==> src/rtl/configurable_arbiter_n_input_1_output_pkg.sv <==
// Shared types for the N-input arbiter: arbitration policy and burst-lock state.
package arb_pkg;

  typedef enum logic {
    ARB_FIXED = 1'b0,
    ARB_RR    = 1'b1
  } arb_mode_e;

  typedef enum logic {
    ARB_IDLE,
    ARB_LOCKED
  } arb_state_e;

endpackage

==> src/rtl/configurable_arbiter_n_input_1_output_rr_priority_select.sv <==
// Purely combinational priority pick: first active request at or after base_ptr (base forced to 0 in fixed mode).
// Zero latency, no flow control; yields a one-hot grant plus its binary index.
module rr_priority_select
  import arb_pkg::*;
#(
  parameter int NUM_REQUESTS = 4,
  parameter int ID_WIDTH     = 2
) (
  input  logic [NUM_REQUESTS-1:0] reqs,
  input  logic [ID_WIDTH-1:0]     base_ptr,
  input  logic                    mode,
  output logic [NUM_REQUESTS-1:0] grant,
  output logic [ID_WIDTH-1:0]     grant_idx
);

  logic [ID_WIDTH-1:0]     base;
  logic [NUM_REQUESTS-1:0] rot;
  logic [NUM_REQUESTS-1:0] iso;

  always_comb begin
    base = (mode == ARB_RR) ? base_ptr : '0;
    // Rotate so base_ptr lands on bit 0, keep the lowest set bit, then rotate back.
    rot   = NUM_REQUESTS'({reqs, reqs} >> base);
    iso   = rot & (~rot + 1'b1);
    grant = NUM_REQUESTS'(({iso, iso} << base) >> NUM_REQUESTS);
    grant_idx = '0;
    for (int i = 0; i < NUM_REQUESTS; i++) begin
      if (grant[i]) grant_idx = ID_WIDTH'(i);
    end
  end

endmodule

==> src/rtl/configurable_arbiter_n_input_1_output.sv <==
// N:1 arbiter (fixed or round-robin) with burst locking; request to registered output in 1 cycle.
// One-deep output register: a new beat loads only when empty or drained in the same cycle.
module configurable_arbiter_n_input_1_output
  import arb_pkg::*;
#(
  parameter int NUM_REQUESTS = 4,
  parameter int WIDTH        = 8,
  parameter int ID_WIDTH     = 2
) (
  input  logic                                clock,
  input  logic                                rstn,
  input  logic                                enabled,
  input  logic                                arb_mode,
  input  logic [NUM_REQUESTS-1:0][WIDTH-1:0]  buffer_in,
  input  logic [NUM_REQUESTS-1:0]             requests,
  input  logic [NUM_REQUESTS-1:0]             requests_last,
  output logic [WIDTH-1:0]                    arbiter_out,
  output logic                                arbiter_out_valid,
  output logic [ID_WIDTH-1:0]                 arbiter_out_id,
  output logic                                arbiter_out_last,
  input  logic                                arbiter_out_ready,
  output logic [NUM_REQUESTS-1:0]             ready
);

  arb_state_e              state_q, state_d;
  logic [ID_WIDTH-1:0]     owner_q, owner_d;
  logic [ID_WIDTH-1:0]     rr_ptr_q, rr_ptr_d;
  logic [WIDTH-1:0]        out_q;
  logic                    vld_q;
  logic [ID_WIDTH-1:0]     id_q;
  logic                    last_q;

  logic [NUM_REQUESTS-1:0] sel_grant;
  logic [ID_WIDTH-1:0]     sel_idx;
  logic [NUM_REQUESTS-1:0] grant;
  logic [ID_WIDTH-1:0]     win_idx;
  logic                    win_last;
  logic                    can_load;
  logic                    take;

  rr_priority_select #(
    .NUM_REQUESTS (NUM_REQUESTS),
    .ID_WIDTH     (ID_WIDTH)
  ) u_select (
    .reqs      (requests),
    .base_ptr  (rr_ptr_q),
    .mode      (arb_mode),
    .grant     (sel_grant),
    .grant_idx (sel_idx)
  );

  always_comb begin
    state_d  = state_q;
    owner_d  = owner_q;
    rr_ptr_d = rr_ptr_q;
    can_load = ~vld_q | arbiter_out_ready;
    // A locked burst bypasses the policy; an owner bubble simply stalls everyone.
    if (state_q == ARB_LOCKED) begin
      grant          = '0;
      grant[owner_q] = 1'b1;
      win_idx        = owner_q;
    end else begin
      grant   = sel_grant;
      win_idx = sel_idx;
    end
    ready    = (rstn && enabled && can_load) ? (grant & requests) : '0;
    take     = |ready;
    win_last = requests_last[win_idx];
    if (take) begin
      if (state_q == ARB_IDLE && !win_last) begin
        state_d = ARB_LOCKED;
        owner_d = win_idx;
      end else if (state_q == ARB_LOCKED && win_last) begin
        state_d = ARB_IDLE;
      end
      if (win_last && arb_mode == ARB_RR) begin
        rr_ptr_d = (win_idx == ID_WIDTH'(NUM_REQUESTS - 1)) ? '0 : win_idx + 1'b1;
      end
    end
  end

  always_ff @(posedge clock) begin
    if (!rstn) begin
      state_q  <= ARB_IDLE;
      owner_q  <= '0;
      rr_ptr_q <= '0;
      out_q    <= '0;
      vld_q    <= 1'b0;
      id_q     <= '0;
      last_q   <= 1'b0;
    end else begin
      state_q  <= state_d;
      owner_q  <= owner_d;
      rr_ptr_q <= rr_ptr_d;
      if (take) begin
        out_q  <= buffer_in[win_idx];
        id_q   <= win_idx;
        last_q <= win_last;
        vld_q  <= 1'b1;
      end else if (can_load) begin
        vld_q  <= 1'b0;
      end
    end
  end

  assign arbiter_out       = out_q;
  assign arbiter_out_valid = vld_q;
  assign arbiter_out_id    = id_q;
  assign arbiter_out_last  = last_q;

endmodule

==> config.mk <==
export PLATFORM = sky130hd
export DESIGN_NAME = configurable_arbiter_n_input_1_output
export DESIGN_NICKNAME = d
export VERILOG_FILES = /design/src/rtl/configurable_arbiter_n_input_1_output_pkg.sv /design/src/rtl/configurable_arbiter_n_input_1_output_rr_priority_select.sv /design/src/rtl/configurable_arbiter_n_input_1_output.sv
export SDC_FILE = /design/constraint.sdc
export NUM_CORES = 1
export LEC_CHECK = 0
export ABC_AREA = 1
export CAP_MARGIN = 20
export CORE_MARGIN = 5
export CORE_UTILIZATION = 40
export DETAILED_ROUTE_END_ITERATION = 7
export GPL_TIMING_DRIVEN = 1
export PLACE_DENSITY_LB_ADDON = 0.25
export SKIP_CTS_REPAIR_TIMING = 1
export SLEW_MARGIN = 20
export SYNTH_ARGS = -nofsm -noshare
export SYNTH_HDL_FRONTEND = slang
export SYNTH_SLANG_ARGS = --single-unit
==> constraint.sdc <==
create_clock -name clock -period 3.4 [get_ports clock]
set_input_delay 0.68 -clock clock [delete_from_list [all_inputs] [get_ports clock]]
set_output_delay 0.68 -clock clock [all_outputs]
set_load 0.01 [all_outputs]
* Yosys cells after proc, flatten, opt, wreduce, memory -nomap -nowiden *
Index checks and enable logic that the tools add are counted.

operators by class
  $add $sub $neg = 2
  order comparisons = 3
  equal/unequal tests = 1
  shift-type cells = 2
  multiplexer cells = 18
  bitwise gates (word level) = 6
  reduce and logical (&&, ||, !) cells = 13

operator list
  kind                                                                number
  binary-select mux 8 bit (select 2 bit)                              1
  2-to-1 mux 2 bit                                                    5
  bitwise AND 4 bit                                                   2
  2-to-1 mux 4 bit                                                    2
  2-to-1 mux 8 bit                                                    1
  << shifter 8 x 2 -> 8 bit                                           1
  right shift 8 x 2 -> 4 bit                                          1
  2-to-1 mux 1 bit                                                    7
  logical AND 1 bit                                                   6
  < comparator 2 x 3 -> 1 bit (second input constant)                 2
  AND reduction 2 bit                                                 3
  adder 4 x 1 -> 4 bit (second input constant)                        1
  inverter 4 bit                                                      1
  nonzero test 2 bit                                                  2
  OR reduction 4 bit                                                  1
  adder 2 x 1 -> 2 bit (second input constant)                        1
  binary-select mux 1 bit (select 2 bit)                              1
  demux 1 bit (select 2 bit)                                          1
  equality test 2 bit (second input constant)                         1
  greater-or-equal comparator 2 x 1 -> 1 bit (second input constant)  1
  inverter 1 bit                                                      2
  logical NOT 1 bit                                                   1
  bitwise OR 1 bit                                                    1

word-level totals
  bits in registers = 17
  input port bits = 45
  output and inout bits = 16
  word-level logic and storage cells = 52

* Depth between registers and ports, before layout *
  depth after elaboration = 16
  gate-level depth with buffers = 24
  gate-level depth less buffers = 21

* By module *
From an unflattened synthesis, not the netlist that was laid out.

second synthesis, totals
  cell total of the unflattened synthesis = 278
  area, all modules = 1727.9 µm²

by module, submodules not included
  module                                 instances  cells an instance  area each (µm²)  seq. area each (µm²)
  configurable_arbiter_n_input_1_output  1          199                1283.7           340.3
  rr_priority_select                     1          79                 444.2            0.0

* Worst setup path after synthesis *
No wires, ideal clock.

  kind = input -> register
  from = input arb_mode
  to = register state_q
  arrival = 2.526 ns
  slack = 0.758 ns
  stages on the path = 21
  buffers on the path = 2
  path through = nand2_2 -> inv_2 -> buf_4 -> nand2_2 -> nand2_4 -> nor2_8 -> nand2_1 -> nand2_1 -> nand2_1 -> o211ai_2 -> nand2_4 -> buf_6 -> nand2_2 -> nand3_2 -> nand2_4 -> inv_1 -> ha_1 -> inv_1 -> nand2_1 -> o21ai_0 -> nor2_1

on the way
  word-level cells in the longest chain between the ends = 16
  elaborated cells between the ends (all ways) = 22

RTL lines
  element                                 RTL line                                                        text
  start, declared                         configurable_arbiter_n_input_1_output.sv:13                     input logic arb_mode,
  2-to-1 mux 2 bit (*)                    configurable_arbiter_n_input_1_output_rr_priority_select.sv:21  base = (mode == ARB_RR) ? base_ptr : '0;
  right shift 8 x 2 -> 4 bit              configurable_arbiter_n_input_1_output_rr_priority_select.sv:23  rot = NUM_REQUESTS'({reqs, reqs} >> base);
  inverter 4 bit                          configurable_arbiter_n_input_1_output_rr_priority_select.sv:24  iso = rot & (~rot + 1'b1);
  adder 4 x 1 -> 4 bit                    configurable_arbiter_n_input_1_output_rr_priority_select.sv:24
  bitwise AND 4 bit                       configurable_arbiter_n_input_1_output_rr_priority_select.sv:24
  << shifter 8 x 2 -> 8 bit (*)           configurable_arbiter_n_input_1_output_rr_priority_select.sv:25  grant = NUM_REQUESTS'(({iso, iso} << base) >> NUM_REQUESTS);
  2-to-1 mux 1 bit                        configurable_arbiter_n_input_1_output_rr_priority_select.sv:28  if (grant[i]) grant_idx = ID_WIDTH'(i);
  2-to-1 mux 2 bit (2 in series)          configurable_arbiter_n_input_1_output_rr_priority_select.sv:28
  2-to-1 mux 2 bit                        configurable_arbiter_n_input_1_output.sv:58                     if (state_q == ARB_LOCKED) begin
  binary-select mux 1 bit (select 2 bit)  configurable_arbiter_n_input_1_output.sv:68                     win_last = requests_last[win_idx];
  2-to-1 mux 1 bit (not written as such)  configurable_arbiter_n_input_1_output.sv:68
  logical NOT 1 bit                       configurable_arbiter_n_input_1_output.sv:70                     if (state_q == ARB_IDLE && !win_last) begin
  logical AND 1 bit                       configurable_arbiter_n_input_1_output.sv:70
  nonzero test 2 bit (no source line)     -
  AND reduction 2 bit (no source line)    -
  end signal, assigned                    configurable_arbiter_n_input_1_output.sv:92                     state_q <= state_d;
  end, declared                           configurable_arbiter_n_input_1_output.sv:25                     arb_state_e state_q, state_d;

Every way passes the cells marked *; elsewhere a longest branch is shown, timed or not. The select of a mux whose other input is x is not followed.
A chain may end at the register's enable or synchronous reset.

* Worst setup path after layout *
  from = input requests[2]
  to = output ready[3]

on the way
  word-level cells in the longest chain between the ends = 8

RTL lines
  element                         RTL line                                                        text
  start, declared                 configurable_arbiter_n_input_1_output.sv:15                     input logic [NUM_REQUESTS-1:0] requests,
  right shift 8 x 2 -> 4 bit (*)  configurable_arbiter_n_input_1_output_rr_priority_select.sv:23
  inverter 4 bit                  configurable_arbiter_n_input_1_output_rr_priority_select.sv:24
  adder 4 x 1 -> 4 bit            configurable_arbiter_n_input_1_output_rr_priority_select.sv:24
  bitwise AND 4 bit (*)           configurable_arbiter_n_input_1_output_rr_priority_select.sv:24
  << shifter 8 x 2 -> 8 bit (*)   configurable_arbiter_n_input_1_output_rr_priority_select.sv:25
  2-to-1 mux 4 bit (*)            configurable_arbiter_n_input_1_output.sv:58
  bitwise AND 4 bit (*)           configurable_arbiter_n_input_1_output.sv:66                     ready = (rstn && enabled && can_load) ? (grant & requests) : '0;
  2-to-1 mux 4 bit (*)            configurable_arbiter_n_input_1_output.sv:66
  end, declared                   configurable_arbiter_n_input_1_output.sv:22                     output logic [NUM_REQUESTS-1:0] ready

Every way passes the cells marked *; elsewhere a longest branch is shown, timed or not.

==> run metrics <==
num rows 23; Clk Tree Root Cell sky130_fd_sc_hd__clkbuf_8; number of nets produced by synthesis 316; core footprint 0.00406 mm²; highest clock rate 0.338 GHz; fraction of final layout cells with drive strength greater than 1 19.5%; power consumption 1.07 mW; global router's overall resource usage 17.2%; Residual DRC 0; critical path endpoint category primary output; I/O Buffers 60; count of mapped cells out of synthesis 269; Worst setup SP type primary input; post-route minimum period 2.96 ns; filler cell count 395; height of the die 74.9 µm; die area 0.00562 mm²; DPL Wire Length 3760 µm; cell area after synthesis 0.00169 mm²; Ports 61; depth of the worst hold-timing path 2; largest buffer count on any clock path 2; number of buffers added by the clock tree synthesis step 3; family with the most delay on the worst path buffers and inverters; number of stages on the worst setup path 11; number of iterations in the first detailed-routing pass 4; insertion delay to the later sink of the worst-skew pair 0.26 ns; Sinks on Clock Net 17; Fin Clk Skew 0.00646 ns; gp weighted congestion 0.875; tightest slew margin relative to the limit 66.5%; level count of the clock H-tree 1; unrepaired setup endpoints after global routing no; GRT overflow 0; Die X-Extent 74.9 µm; worst hold-check path type flop to flop; CP cell instances clkdlybuf4s50_1, inv_1, nand3_1, nand3_2, nand2_4, nor2_8, nand2_1, nand2_1, nand3_1, a21oi_2, dlymetal6s2s_1; antenna diode count 0; global-route wire length before repair 7620 µm; final cycle utilization of the critical path 86.9%; Core Util, Final 61.3%; cell with the biggest individual delay on the critical path sky130_fd_sc_hd__clkdlybuf4s50_1; pin count of the biggest net entering global routing 25; arrival time reported for the critical path endpoint 2.28 ns; start-to-end type of the worst setup path primary input to primary output; average cell area after synthesis 6.27 µm²; Layout area overhead 47.6%; Max FO, Critical Path 6; register bit count reported by yosys 17; Maximum Capacitance Violations 0; Buf/Inv on CP 3; DR WL/cell 11.6 µm; number of global-route vias before repair 1743; Ys Warns 0; Initial Util 41.6%; drt first-iter violations 121; IR Drop Worst-Case VDD 0.234 mV; number of nets in the finished design 392; Static Leakage 1.30 nW; sequential fraction of the synthesis area 20.2%; Slew Limit Fails 0; number of antenna violations at the first check in global routing 0; remaining number of nets flagged by the antenna check after routing 0; count of endpoints failing hold in the final timing report 0; via-per-instance ratio 4.69; Required @ worst endpoint 2.72 ns; setup violators final 0; count of vias placed by the detailed router 1847; overall routed net length 4580 µm; crit-path max cell delay 0.45 ns; clock transition time at the flip-flop clock pins of the worst setup and hold paths 0.07 ns; number of cell instances on the worst register-to-register path 20; Worst-Margin Slew 0.501 ns; Power Density 429 mW/mm²; count of different cell masters after synthesis 27; clock tree from TritonCTS yes; outcome completed
synthesized netlist by cell type:
| cell | number | share of area (%) |
|---|---|---|
| sky130_fd_sc_hd__a21oi_1 | 5 | 1.5 |
| sky130_fd_sc_hd__o21ai_0 | 12 | 3.6 |
| sky130_fd_sc_hd__o211ai_1 | 3 | 1.3 |
| sky130_fd_sc_hd__nand3_2 | 9 | 5.3 |
| sky130_fd_sc_hd__inv_2 | 6 | 1.3 |
| sky130_fd_sc_hd__nor2_2 | 1 | 0.37 |
| sky130_fd_sc_hd__nor2_8 | 2 | 2.4 |
| sky130_fd_sc_hd__ha_1 | 2 | 1.5 |
| sky130_fd_sc_hd__nand2_2 | 9 | 3.3 |
| sky130_fd_sc_hd__dfxtp_1 | 17 | 20 |
| sky130_fd_sc_hd__a21oi_2 | 2 | 1.0 |
| sky130_fd_sc_hd__or2_1 | 1 | 0.37 |
| sky130_fd_sc_hd__nand3_1 | 33 | 9.8 |
| sky130_fd_sc_hd__buf_6 | 6 | 4.0 |
| sky130_fd_sc_hd__nand2_1 | 62 | 14 |
| sky130_fd_sc_hd__o211ai_2 | 6 | 4.5 |
| sky130_fd_sc_hd__inv_1 | 38 | 8.5 |
| sky130_fd_sc_hd__nand2_4 | 6 | 4.0 |
| sky130_fd_sc_hd__or2_0 | 2 | 0.74 |
| sky130_fd_sc_hd__nand4_1 | 2 | 0.74 |
| sky130_fd_sc_hd__clkbuf_1 | 1 | 0.22 |
| sky130_fd_sc_hd__nor2_1 | 23 | 5.1 |
| sky130_fd_sc_hd__o21ai_1 | 13 | 3.9 |
| sky130_fd_sc_hd__buf_2 | 2 | 0.59 |
| sky130_fd_sc_hd__clkinv_1 | 1 | 0.22 |
| sky130_fd_sc_hd__buf_4 | 2 | 0.89 |
| sky130_fd_sc_hd__nor3_1 | 3 | 0.89 |
logic make-up after synthesis:
kind of cell | count (synthesis) | share of synthesized area [%]
AO/OA/AOI/OAI | 41 | 15.7
adder cells (fa/ha/maj) | 2 | 1.48
buffers and inverters | 56 | 15.7
flip-flops | 17 | 20.2
AND/OR/NAND/NOR | 153 | 46.9
final cells by class:
class                      instances  area, µm²  area share (%)
clock buffer                       3       41.3            1.66
clock inverter                     1       5.00           0.201
tap                               50       62.6            2.51
sequential                        17        340            13.7
inverter                          45        169            6.79
timing repair buffer              82        785            31.5
multi-input combinational        196       1090            43.6
registers in the layout, summed over array words and instances, names as in the netlist:
register,cells
rr_ptr_q,2
arbiter_out_valid,1
state_q,1
owner_q,2
arbiter_out_id,2
arbiter_out_last,1
arbiter_out,8
path summary, 6_finish.rpt:
path                    start                to  slack (ns)
max               requests[2]          ready[3]        0.44
min          arbiter_out_last  arbiter_out_last        0.48
max reg2reg       rr_ptr_q[0]           state_q        0.71
min reg2reg  arbiter_out_last  arbiter_out_last        0.48
power by group:
| group | internal [mW] | leakage, nW | total [mW] | switching, mW |
|---|---|---|---|---|
| clock network | 0.0815 | 0.0255 | 0.158 | 0.0767 |
| logic | 0.294 | 1.14 | 0.657 | 0.362 |
| registers | 0.232 | 0.139 | 0.252 | 0.0197 |
| total | 0.608 | 1.30 | 1.07 | 0.459 |
worst min-delay path, stage by stage (launching register included):
cell and delay, ns:
sky130_fd_sc_hd__dfxtp_1 0.32, sky130_fd_sc_hd__nand2_1 0.06, sky130_fd_sc_hd__a21oi_1 0.05
stage by stage:
| stage | hold WS, ns | area [µm²] | std cells | TNS [ns] | setup slack [ns] |
|---|---|---|---|---|---|
| 2_1_floorplan | 0.440 | 1690 | 269 | 0 | 0.758 |
| 3_3_place_gp | 0.458 | 2420 | 390 | -0.266 | -0.0802 |
| 3_5_place_dp | 0.466 | 2420 | 390 | -0.385 | -0.121 |
| 4_1_cts | 0.479 | 2460 | 394 | -0.424 | -0.131 |
| 5_1_grt | 0.498 | 2490 | 394 | 0 | 0.220 |
| 6_report | 0.477 | 2490 | 394 | 0 | 0.445 |
routing by layer:
layer	part of all wire [%]	wire [µm]	up-vias	GRT usage (%)
met4	0.83	38	0	4.15
met5	0	0	-	0
li1	-	-	1010	-
met3	8.3	379	4	4.41
met2	47	2160	62	28.2
met1	44	2000	771	22.5
placed cells by master (no fill, tap or decap), drive strengths merged:
| cell type | count |
|---|---|
| nand2 | 77 |
| clkdlybuf4s50 | 54 |
| inv | 44 |
| nand3 | 42 |
| nor2 | 26 |
| o21ai | 25 |
| buf | 22 |
| dfxtp | 17 |
| o211ai | 9 |
| a21oi | 7 |
| dlymetal6s2s | 6 |
| nor3 | 3 |
| clkbuf | 3 |
| or2 | 3 |
| nand4 | 2 |
| ha | 2 |
| clkinv | 2 |
Note: power is estimated with default switching activity, not from simulation.
